**config.mk**
```make
export PLATFORM = sky130hd
export DESIGN_NAME = fifo_bus_sel_arbiter
export DESIGN_NICKNAME = d
export VERILOG_FILES = /design/src/rtl/fifo_bus_sel_arbiter.sv
export SDC_FILE = /design/constraint.sdc
export NUM_CORES = 1
export LEC_CHECK = 0
export ABC_AREA = 0
export CAP_MARGIN = 30
export CELL_PAD_IN_SITES_DETAIL_PLACEMENT = 2
export CELL_PAD_IN_SITES_GLOBAL_PLACEMENT = 2
export CORE_MARGIN = 3
export CORE_UTILIZATION = 29
export CTS_BUF_LIST = sky130_fd_sc_hd__clkbuf_4
export DETAILED_ROUTE_END_ITERATION = 6
export GPL_TIMING_DRIVEN = 0
export PLACE_DENSITY_LB_ADDON = 0.1
export SKIP_LAST_GASP = 1
export SLEW_MARGIN = 20
export SYNTH_ARGS = -nofsm -noshare
export SYNTH_HDL_FRONTEND = slang
export SYNTH_SLANG_ARGS = --single-unit
export TNS_END_PERCENT = 10
```
**constraint.sdc**
```tcl
create_clock -name clk -period 4.2 [get_ports clk]
set_clock_uncertainty 0.1 [all_clocks]
set_input_delay 1.05 -clock clk [delete_from_list [all_inputs] [get_ports clk]]
set_output_delay 1.05 -clock clk [all_outputs]
set_load 0.02 [all_outputs]
```
**src/rtl/fifo_bus_sel_arbiter.sv**
```systemverilog
// rtl/fifo_bus_sel_arbiter.sv - Round-robin fd arbiter streaming FWFT FIFO bursts to the granted requester
module fifo_bus_sel_arbiter #(
    parameter int PORT_NUM   = 8,
    parameter int DATA_WIDTH = 32,
    parameter int BURST_LEN  = 16
) (
    input  logic                  clk,
    input  logic                  rst,
    input  logic [PORT_NUM-1:0]   bus_sel,
    input  logic                  fifo_empty,
    input  logic [DATA_WIDTH-1:0] fifo_dout,
    output logic                  fifo_rd_en,
    input  logic [PORT_NUM-1:0]   bus_ready,
    output logic [PORT_NUM-1:0]   bus_grant,
    output logic                  bus_valid,
    output logic [DATA_WIDTH-1:0] bus_data
);

    localparam int PW = (PORT_NUM > 1) ? $clog2(PORT_NUM) : 1;
    localparam int CW = $clog2(BURST_LEN + 1);

    typedef enum logic [1:0] {
        IDLE,
        XFER,
        DRAIN
    } state_t;

    state_t                state_q, state_d;
    logic [PW-1:0]         rr_ptr_q, rr_ptr_d;
    logic [PW-1:0]         grant_idx_q, grant_idx_d;
    logic [CW-1:0]         cnt_q, cnt_d;
    logic [PORT_NUM-1:0]   bus_grant_q, bus_grant_d;
    logic                  bus_valid_q, bus_valid_d;
    logic [DATA_WIDTH-1:0] bus_data_q, bus_data_d;

    logic                  pick_found;
    logic [PW-1:0]         pick_idx;
    logic [PW:0]           cand;
    logic [PW:0]           rr_next;
    logic                  sel_ready;

    assign sel_ready = bus_ready[grant_idx_q];

    // Search upward from rr_ptr, wrapping at PORT_NUM, for the first requester.
    always_comb begin
        pick_found = 1'b0;
        pick_idx   = '0;
        cand       = '0;
        for (int i = 0; i < PORT_NUM; i++) begin
            cand = {1'b0, rr_ptr_q} + (PW+1)'(i);
            if (cand >= (PW+1)'(PORT_NUM)) begin
                cand = cand - (PW+1)'(PORT_NUM);
            end
            if (!pick_found && bus_sel[cand[PW-1:0]]) begin
                pick_found = 1'b1;
                pick_idx   = cand[PW-1:0];
            end
        end
        rr_next = {1'b0, pick_idx} + (PW+1)'(1);
    end

    always_comb begin
        state_d     = state_q;
        rr_ptr_d    = rr_ptr_q;
        grant_idx_d = grant_idx_q;
        cnt_d       = cnt_q;
        bus_grant_d = bus_grant_q;
        bus_valid_d = bus_valid_q;
        bus_data_d  = bus_data_q;
        fifo_rd_en  = 1'b0;

        case (state_q)
            IDLE: begin
                bus_grant_d = '0;
                if (pick_found && !fifo_empty) begin
                    grant_idx_d = pick_idx;
                    rr_ptr_d    = (rr_next == (PW+1)'(PORT_NUM)) ? '0 : rr_next[PW-1:0];
                    bus_grant_d = PORT_NUM'(1) << pick_idx;
                    cnt_d       = '0;
                    state_d     = XFER;
                end
            end
            XFER: begin
                fifo_rd_en = !fifo_empty && bus_sel[grant_idx_q] &&
                             (cnt_q < CW'(BURST_LEN)) && (!bus_valid_q || sel_ready);
                if (fifo_rd_en) begin
                    bus_data_d  = fifo_dout;
                    bus_valid_d = 1'b1;
                    cnt_d       = cnt_q + CW'(1);
                end else if (bus_valid_q && sel_ready) begin
                    bus_valid_d = 1'b0;
                end
                // A withdrawn request ends the burst; any held word still drains.
                if ((fifo_rd_en && cnt_q == CW'(BURST_LEN - 1)) || !bus_sel[grant_idx_q]) begin
                    state_d = DRAIN;
                end
            end
            DRAIN: begin
                if (!bus_valid_q || sel_ready) begin
                    bus_valid_d = 1'b0;
                    bus_grant_d = '0;
                    state_d     = IDLE;
                end
            end
            default: begin
                state_d = IDLE;
            end
        endcase
    end

    always_ff @(posedge clk or posedge rst) begin
        if (rst) begin
            state_q     <= IDLE;
            rr_ptr_q    <= '0;
            grant_idx_q <= '0;
            cnt_q       <= '0;
            bus_grant_q <= '0;
            bus_valid_q <= 1'b0;
            bus_data_q  <= '0;
        end else begin
            state_q     <= state_d;
            rr_ptr_q    <= rr_ptr_d;
            grant_idx_q <= grant_idx_d;
            cnt_q       <= cnt_d;
            bus_grant_q <= bus_grant_d;
            bus_valid_q <= bus_valid_d;
            bus_data_q  <= bus_data_d;
        end
    end

    assign bus_grant = bus_grant_q;
    assign bus_valid = bus_valid_q;
    assign bus_data  = bus_data_q;

endmodule

```
==> flow_summary.json <==
{
  "synth_commonest_cells": "dfrtp_1 (54), mux2_2 (39), nand2_1 (18)",
  "die_h_um": 111.1,
  "cp_data_arrival_time_ns": 2.96,
  "grt_max_degree": 55,
  "irDropWorstVdd_mv": 0.2848,
  "yosysWarningCount": 0,
  "cts_tree": "yes",
  "grt.total_usage_pct": 16.04,
  "syn_area_per_cell_um2": 12.27,
  "period_minus_slack_ns": 4.114,
  "drt_pass1_iterations": 4,
  "ant_nets": 0,
  "ys_ff_latch": 54,
  "syn_nets": 322,
  "clock-sinks": 54,
  "dpl.cell_count": 491,
  "crit_type": "in2out",
  "drv_slew": 0,
  "clock_tree.htree_level_count": 2,
  "ioPinCount": 93,
  "hpwl_mm": 7.520,
  "worstHoldStart": "bus_grant[2]$_DFFE_PP0P_",
  "via_count": 2591,
  "grt_pass1_wl_mm": 16.19,
  "antenna_found_initial": 0,
  "rsz0062_at_grt": "false",
  "syn_area_um2": 3202,
  "first_global_vias": 3109,
  "postCtsHoldBufs": 0,
  "clockBufferDepth": 2,
  "nNetsFinal": 427,
  "drv_cap": 0,
  "power.leakage_uw": 0.001828,
  "worstPathRequired_ns": 3.05,
  "power_uw": 4017,
  "yosysTopAreaCellShare_pct": 42.20,
  "synth_flop_cell": "dfrtp_1",
  "min_period_over_period_pct": 97.95,
  "grt_remaining_overflow": 0,
  "synth.area.top_cells": "dfrtp_1 (42%), mux2_2 (14%), mux4_2 (11%)",
  "first_iter_violations": 57,
  "rr_startpoint": "rr_ptr_q[1]$_DFFE_PP0P_",
  "cp-start-kind": "primary input",
  "cts-buffers-inserted": 5,
  "hold_viol_final": 0,
  "max_freq_mhz": 243.1,
  "drc": 0,
  "setup_violations": 0,
  "drive_above_1_share_pct": 26.43,
  "core_area_um2": 10510,
  "path_max_fanout": 10,
  "worstSetupStartpoint": "bus_sel[1]",
  "p_per_area_nw_per_um2": 890.5,
  "clk_pin_slew_ns": 0.16,
  "yosysSeqAreaShare_pct": 42.20,
  "synth_area_leader_cell": "dfrtp_1",
  "initial_utilization_pct": 30.47,
  "insertion_delay_ns": 0.38,
  "tightest_slew_ns": 0.6703,
  "wl_mm": 9.825,
  "synthCells": 261,
  "relSlewSlack_pct": 55.05,
  "place_congestion": 0.7545,
  "antennaDiodeCount": 0,
  "rows": 37,
  "fp.dieW_um": 111.1,
  "viasPerCell": 5.151,
  "end_kind": "output port",
  "final_cells": 503,
  "wire_per_inst_um": 19.53,
  "synth_edf_count": 0,
  "root_buffer": "clkbuf_4",
  "synth_cell_types": 56,
  "yosysMostFrequentCell": "dfrtp_1",
  "areaGrowthSynthToFinish_pct": 40.88,
  "place.port_buffers": 92,
  "synthArstFlopShare_pct": 100.0,
  "status": "finished clean",
  "dieArea_um2": 12340,
  "hold_path_class": "reg2reg"
}
==> metal layers <==
metal,wire length (um),track usage (%),up-vias
li1,-,-,1186
met1,4035,19.11,1339
met2,5096,28.72,61
met3,624,4.803,5
met4,68,3.163,0
met5,0,0,-
==> cells by family after synthesis <==
logic type,Yosys count,share of synthesized area [%]
multiplexers,63,27.82
AND/OR/NAND/NOR,55,9.262
flip-flops,54,42.20
AO/OA/AOI/OAI,52,11.92
buffers and inverters,20,2.970
adder cells (fa/ha/maj),10,3.908
XOR/XNOR,7,1.915
==> per-stage QoR <==
stage	util, %	cell area, um2	hold slack [ns]	setup TNS (ns)	setup WS (ns)
6_report	42.92	4511	0.4155	0	0.08610
2_1_floorplan	-	3202	0.3713	0	0.1558
3_5_place_dp	41.18	4328	0.3845	-5.739	-0.7231
3_3_place_gp	40.85	4293	0.3807	-5.067	-0.7021
5_1_grt	42.92	4511	0.4363	0	0.02531
4_1_cts	42.14	4428	0.4249	-0.1025	-0.1025
==> repair_timing <==
action | 4_1_cts | 5_1_grt
hold endpoints to repair | 0 | 0
pin swaps | 0 | 0
buffers inserted | 0 | 4
resized for setup | 18 | 11
setup endpoints to repair | 18 | 11
==> layout make-up <==
type	instances	area, um2
tap	136	170.2
inverter	10	43.79
clock inverter	3	48.80
timing repair buffer	98	974.7
buffer	10	76.32
clock buffer	5	37.54
multi-input combinational	187	1807
fill	1086	5998
sequential	54	1353
==> critical path, stage by stage <==
cell             delay [ns]
dlygate4sd2_1          0.31
mux4_2                 0.51
mux2_2                 0.28
nand3_1                0.12
and3b_1                0.21
clkbuf_4               0.20
clkdlybuf4s15_2        0.27
==> flip-flops by register name (all words and copies together), names as in the netlist, named ones only <==
name         flops
bus_data        32
bus_grant        8
bus_valid        1
cnt_q            5
grant_idx_q      3
rr_ptr_q         2
state_q          2
==> worst paths after layout <==
path                                                  to  slack [ns]  cells past startpoint
min in group asynchronous        bus_data[5]$_DFFE_PP0P_        0.94                      3
max in group asynchronous        rr_ptr_q[2]$_DFFE_PP0P_        2.82                      3
worst min-delay path            bus_grant[2]$_DFFE_PP0P_        0.42                      1
worst max register to register   rr_ptr_q[2]$_DFFE_PP0P_        0.23                     15
worst max-delay path                          fifo_rd_en        0.09                      7
worst min register to register  bus_grant[2]$_DFFE_PP0P_        0.42                      1
==> cells in the final DEF (no fill, tap or decap), types with 4 or more instances in the layout <==
cell	instances
inv_1	7
dlygate4sd2_1	8
a32o_1	7
mux4_2	16
dfrtp_1	53
buf_4	4
o21ai_0	8
clkdlybuf4s50_1	83
clkbuf_4	6
mux2_2	39
nor2_1	11
ha_1	9
clkbuf_1	4
xnor2_1	4
nand2_1	18
a21oi_1	7
o22ai_1	4
mux2i_1	5
nand2b_1	4
==> power by group <==
part	leakage, uW	internal (uW)	switching [uW]	total (uW)
logic	0.00111	1330	1480	2810
clock network	0.0000433	130	182	312
registers	0.000676	749	145	894
Note: power is estimated with default switching activity, not from simulation.
